===== config.mk =====
export PLATFORM = sky130hd
export DESIGN_NAME = traffic_light_checker_lamp_decoder
export DESIGN_NICKNAME = d
export VERILOG_FILES = /design/src/rtl/traffic_light_checker_pkg.sv /design/src/rtl/traffic_light_checker_lamp_decoder.sv
export SDC_FILE = /design/constraint.sdc
export NUM_CORES = 1
export LEC_CHECK = 0
export ABC_CLOCK_PERIOD_IN_PS = 2150
export CORE_AREA = 2 2 39 41
export DETAILED_ROUTE_END_ITERATION = 12
export DIE_AREA = 0 0 41 43
export PLACE_DENSITY = 0.3
export SLEW_MARGIN = 20
export SYNTH_ARGS = -nofsm -noshare
export SYNTH_HDL_FRONTEND = slang
export SYNTH_SLANG_ARGS = --single-unit

===== constraint.sdc =====
create_clock -name vclk -period 2.15
set_input_delay 0.3225 -clock vclk [all_inputs]
set_output_delay 0.3225 -clock vclk [all_outputs]
set_load 0.1 [all_outputs]

===== src/rtl/traffic_light_checker_pkg.sv =====
// rtl/traffic_light_checker_pkg.sv - phase/state encodings, lamp patterns and error codes
package traffic_light_checker_pkg;

    typedef enum logic [1:0] {
        PH_NSG = 2'd0,
        PH_NSY = 2'd1,
        PH_EWG = 2'd2,
        PH_EWY = 2'd3
    } phase_e;

    // Low two bits of the tracking states equal the phase they track.
    typedef enum logic [2:0] {
        S_NSG  = 3'd0,
        S_NSY  = 3'd1,
        S_EWG  = 3'd2,
        S_EWY  = 3'd3,
        S_SYNC = 3'd4
    } state_e;

    localparam logic [2:0] ERR_NONE    = 3'd0;
    localparam logic [2:0] ERR_ILLEGAL = 3'd1;
    localparam logic [2:0] ERR_ORDER   = 3'd2;
    localparam logic [2:0] ERR_SHORT   = 3'd3;
    localparam logic [2:0] ERR_LONG    = 3'd4;

    // Lamp vector order: {ns_g, ns_y, ns_r, ew_g, ew_y, ew_r}
    localparam logic [5:0] LAMP_NSG = 6'b100_001;
    localparam logic [5:0] LAMP_NSY = 6'b010_001;
    localparam logic [5:0] LAMP_EWG = 6'b001_100;
    localparam logic [5:0] LAMP_EWY = 6'b001_010;

    function automatic phase_e next_phase(input phase_e p);
        return phase_e'(p + 2'd1);
    endfunction

endpackage


===== src/rtl/traffic_light_checker_lamp_decoder.sv =====
// rtl/traffic_light_checker_lamp_decoder.sv - six lamps to {legal, pattern}
module traffic_light_checker_lamp_decoder
    import traffic_light_checker_pkg::*;
(
    input  logic [5:0] lamps_i,
    output logic       legal_o,
    output phase_e     pattern_o
);

    always_comb begin
        legal_o   = 1'b1;
        pattern_o = PH_NSG;
        case (lamps_i)
            LAMP_NSG: pattern_o = PH_NSG;
            LAMP_NSY: pattern_o = PH_NSY;
            LAMP_EWG: pattern_o = PH_EWG;
            LAMP_EWY: pattern_o = PH_EWY;
            default:  legal_o   = 1'b0;
        endcase
    end

endmodule


[After elaboration in Yosys (flattened, before gate mapping)]
Index checks and enable logic that the tools add are counted.
Operators by class
  equal/unequal tests: 4
  multiplexer cells: 2
  reductions and logical operators: 1
Operator list (count)
  == test 6 x 4 -> 1 bit (second input constant): 2
  == test 6 x 5 -> 1 bit (second input constant): 1
  == test 6 bit (second input constant): 1
  case mux 2 bit (3 select lines): 1
  OR reduction 4 bit: 1
  two-way mux 1 bit: 1
Word-level totals
  bits in registers: 0
  input port bits: 6
  output and inout port bits: 3
  word-level logic and storage cells: 7

[Logic depth before layout (Yosys ltp)]
Gate-level depths: netlist of the first run.
  word-level depth: 3
  depth in mapped cells: 3
  gate-level depth less buffers: 3

[Worst setup path before layout of the first run]
Ideal clock, no wire load.
  path type: input -> output
  start point: input lamps_i[3]
  end point: output pattern_o[0]
  data arrival time: 2.658 ns
  data required time: 1.827 ns
  path slack: -0.831 ns
  stages on the path: 3
  buffers on the path: 0
  cells stage by stage: and4bb_2 -> a31oi_1 -> nor3_1
On the way
  longest elaborated chain between the ends: 2
  elaborated cells on any way between the ends: 4
  classes of those cells: eq/ne: 3; mux: 1
RTL lines
  from (decl): line traffic_light_checker_lamp_decoder.sv:5  | input logic [5:0] lamps_i,
  == test 6 x 4 -> 1 bit or == test 6 x 5 -> 1 bit (tied branches): line traffic_light_checker_lamp_decoder.sv:13  | case (lamps_i)
  case mux 2 bit (3 select lines) (*): line traffic_light_checker_lamp_decoder.sv:13
  to (decl): line traffic_light_checker_lamp_decoder.sv:7  | output phase_e pattern_o
Every way passes the cells marked *; elsewhere a longest branch is shown, timed or not.

[Worst setup path in the final report of the first run]
  start point: input lamps_i[2]
  end point: output legal_o
On the way
  longest elaborated chain between the ends: 3
  elaborated cells on any way between the ends: 6
  classes of those cells: eq/ne: 4; mux: 1; reduce/logical: 1
RTL lines
  == test 6 x 4 -> 1 bit (tied with other cells): line traffic_light_checker_lamp_decoder.sv:13
  OR reduction 4 bit (no line) (*)
  two-way mux 1 bit (*): line traffic_light_checker_lamp_decoder.sv:13
  to (decl): line traffic_light_checker_lamp_decoder.sv:6  | output logic legal_o,
Marks and branches as above.

==> flow_summary.ini, run 1 <==
[setup_path]
crit_slowest_cell = clkdlybuf4s50_1
required_ps = 1830
worstPathMaxFanout = 3
end_kind = primary output
cp_cell_sequence = clkdlybuf4s50_1, xor2_1, and4b_4, a21o_2, buf_12
crit_buf_inv = 2
cpPeakStageDelay_ps = 540
start_kind = primary input
path_delay_family = buffers and inverters
critPathArrivalTime_ps = 1590
worst-setup-path-type = primary input to primary output

[logic_synthesis]
yosysTopAreaCell = xor2_1
avgSynthCellArea_sq_um = 8.48
synth_cell_types = 8
yosysSeqAreaShare = 0
synth.cell_area_sq_um = 76.3
synth_xor_area_frac = 0.230
synth_compound_area_frac = 0.197
synth_top_area_frac = 0.230
synth-simple-area-share = 0.574
syn_inst = 9
syn-num-nets = 15
synth_top_family_by_area = simple AND/OR/NAND/NOR gates
yosysMostFrequentCell = xor2_1
synthAdderAreaFrac = 0
ys_warn_count = 0
synthMuxAreaShare = 0
ys_top_cells_by_area = xor2_1 23%, and4b_4 18%, and4bb_2 16%, a21o_2 11%, nor4b_1 11%

[die]
die_w_um = 41
rows = 14
pin_count = 9
core-area_sq_um = 1380
initial_core_util = 0.0552
die_h_um = 43
die-area_sq_um = 1760

[sta]
fin_crit_sh = 0.891
maxSlewViolCount = 0
slew_headroom = 0.821
setup_viol = 0
clock.fmax_mhz = 522
hold_viol = 0
tightest_slew_ps = 265
final.setup.tns_ps = 0
fin_crit_ps = 1920
setup_ws_ps = 234
grt_setup_unrepaired = false

[clock_network]
hold_buffers = 0
ctsResizeCount = 0
postCtsSetupRepairBufs = 0

[layout]
fin_util = 0.160
num-nets-final = 26
drive_gt1_frac = 0.389
area_delta_synth_final_pct = 190
nClkBuffers = 0
fillers = 149
regArea_sq_um = 0
seq_cell_count = 0
n_antenna_cell = 0

[global_route]
globalRouteOverflowTotal = 0
grtUsageTotal = 0.0340
grt_pass1_wl_um = 455
antenna_found_initial = 0
grt_max_degree = 5
grt_pass1_vias = 119

[drt]
wl_per_cell_um = 7.68
dr_total_vias = 108
drt_pass1_iterations = 1
drc = 0
first_iter_violations = 0
viasPerCell = 3.18
routed_wl_um = 261
ant_nets = 0

[status]
status = finished, final reports clean

[placement]
pre_cts_slack_ps = 233
place_congestion = 0.479
portBuffers = 9

[job]
max_cap_violations = 0

[power]
ir_worst_vdd_mv = 0.0912
p_per_area_nw_per_um2 = 181
leakage_nw = 0.0781

[hold_path]
hold_path.class = primary input to primary output
[cells by family after synthesis]
family	Yosys count
AO/OA/AOI/OAI	2
AND/OR/NAND/NOR	5
XOR/XNOR	2
[metal layers]
layer | track usage | wire, um
met1 | 0.0633 | 145
met2 | 0.0406 | 63
met3 | 0.00524 | 51
met4 | 0 | 0
met5 | 0 | 0
[through the flow]
step	std cells	hold WS [ps]	area, sq um	power (mW)
after floorplan	9	829	81.3	0.0179
after global placement	34	1410	221	0.0397
after detailed placement	34	1420	221	0.0399
after CTS	34	1420	221	0.0402
after global routing	34	1440	221	0.0424
final	34	1410	221	0.0400
[path summary, 6_finish.rpt]
path | depth (start not counted) | startpoint | slack, ps | end
max | 5 | lamps_i[2] | 230 | legal_o
min | 3 | lamps_i[5] | 1410 | pattern_o[0]
[report_power, final]
group / internal [mW] / switching, mW / leakage, nW
Sequential: 0 / 0 / 0
Clock: 0 / 0 / 0
Combinational: 0.0199 / 0.0201 / 0.0781
[placed cells by master (no fill, tap or decap)]
master and n:
nor2_1 1, nor4b_1 1, clkdlybuf4s50_1 6, nor3_2 1, and4bb_2 1, a21o_2 1
buf_12 3, xor2_1 2, and4b_4 1, a31oi_1 1
[cell type report]
class | instances | area (sq um) | share of cell area
Tap cell | 16 | 20.0 | 0.0904
Multi-Input combinational cell | 9 | 81.3 | 0.367
Timing Repair Buffer | 9 | 120 | 0.542
Note: power is estimated with default switching activity, not from simulation.
==> run 2, diff against run 1 <==
--- a/config.mk
+++ b/config.mk
@@ -9,7 +9,7 @@
 export CORE_AREA = 2 2 39 41
 export DETAILED_ROUTE_END_ITERATION = 12
 export DIE_AREA = 0 0 41 43
-export PLACE_DENSITY = 0.3
+export PLACE_DENSITY_LB_ADDON = 0.2
 export SLEW_MARGIN = 20
 export SYNTH_ARGS = -nofsm -noshare
 export SYNTH_HDL_FRONTEND = slang
==> run 2 against run 1 <==
- core utilization stayed put
- combinational power barely moved
- flip-flop and latch count unchanged
- routed wire length grew 6.9%
- non-clock buffer count stayed put
- cell area unchanged
- largest power group unchanged
- via count stayed put
- fmax is essentially flat
- sequential share of layout area did not move
- die area unchanged
==> flow_summary.ini, run 2 (same netlist as run 1, synthesis figures left out) <==
[setup_path]
crit_start = lamps_i[1]
end_kind = primary output
required_ps = 1830
critPathArrivalTime_ps = 1600
cpPeakStageDelay_ps = 530
worstPathMaxFanout = 4
crit_slowest_cell = clkdlybuf4s50_1
worst-setup-path-type = primary input to primary output
cp_cell_sequence = clkdlybuf4s50_1, xor2_1, and4b_4, a21o_2, buf_12
start_kind = primary input

[layout]
nClkBuffers = 0
regArea_sq_um = 0
area_delta_synth_final_pct = 190
num-nets-final = 26
seq_cell_count = 0
drive_gt1_frac = 0.389
layout_commonest_cell = clkdlybuf4s50_1
n_antenna_cell = 0
layout_common_cells = 6 x clkdlybuf4s50_1, 3 x buf_12, 2 x xor2_1
fillers = 152

[drt]
first_iter_violations = 0
met1_length_um = 160
viasPerCell = 3.18
wl_per_cell_um = 8.21
wl_met3_um = 44
met2_length_um = 73
drt_pass1_iterations = 1
top_layer = met3
drc = 0
dr_total_vias = 108
ant_nets = 0
routed_wl_um = 279

[clock_network]
hold_buffers = 0
ctsResizeCount = 0
postCtsSetupRepairBufs = 0

[sta]
slew_headroom = 0.821
clock.fmax_mhz = 522
final.setup.tns_ps = 0
fin_crit_ps = 1920
maxSlewViolCount = 0
grt_setup_unrepaired = false
tightest_slew_ps = 264
setup_viol = 0
hold_viol = 0
fin_crit_sh = 0.892

[die]
core-area_sq_um = 1380
die-area_sq_um = 1760
initial_core_util = 0.0552
die_h_um = 43
pin_count = 9
die_w_um = 41
rows = 14

[global_route]
globalRouteOverflowTotal = 0
grt_pass1_vias = 98
antenna_found_initial = 0
grtUsageTotal = 0.0340
grt_pass1_wl_um = 441
grt_max_degree = 5

[power]
leakage_nw = 0.0781
power_frac_seq = 0
swShare = 0.503
intPower_mw = 0.0199
p_switching_mw = 0.0201
p_per_area_nw_per_um2 = 181
ir_worst_vdd_mv = 0.0807
p_clk_frac = 0
power_frac_comb = 1.000
total_power_mw = 0.0401

[placement]
portBuffers = 9
place_congestion = 0.497

[status]
status = finished, final reports clean

[hold_path]
hold_path.class = primary input to primary output
worstHoldStart = lamps_i[5]

[job]
max_cap_violations = 0
-- run 2: cell counts in the layout (fill, tap and decap cells not counted) --
No cell type changed its count.
-- run 2: worst paths after layout --
kind            to  slack (ps)  cells after the start
min   pattern_o[0]        1420                      3
max        legal_o         230                      5
-- run 2: layout make-up --
type                       count  area (sq um)  area share
timing repair buffer           9           120       0.542
tap                           16          20.0      0.0904
multi-input combinational      9          81.3       0.367
-- run 2: per-layer routing --
metal | track usage | vias up
li1 | - | 55
met1 | 0.0696 | 44
met2 | 0.0344 | 9
met3 | 0.00524 | 0
met4 | 0 | 0
met5 | 0 | -
-- run 2: power by group through the flow --
stage | sequential, mW | combinational, mW | clock, mW
floorplan | 0 | 0.0179 | 0
global placement | 0 | 0.0395 | 0
detailed placement | 0 | 0.0401 | 0
CTS | 0 | 0.0404 | 0
global route | 0 | 0.0420 | 0
finish | 0 | 0.0401 | 0
-- run 2: metrics by stage --
stage               cell area [sq um]   util  std cells  worst slack (ps)  hold WS (ps)
floorplan                        81.3      -          9              28.4           829
global placement                  221  0.160         34               259          1410
detailed placement                221  0.160         34               228          1420
global route                      221  0.160         34               188          1440
CTS                               221  0.160         34               211          1420
finish                            221  0.160         34               232          1420
-- run 2: worst max-delay path: cells and delay by family --
family	cells	cell delay [ps]
buffers and inverters	2	700
and+or+nand+nor	1	280
xor gates and xnor gates	1	170
AOI/OAI and AO/OA	1	120
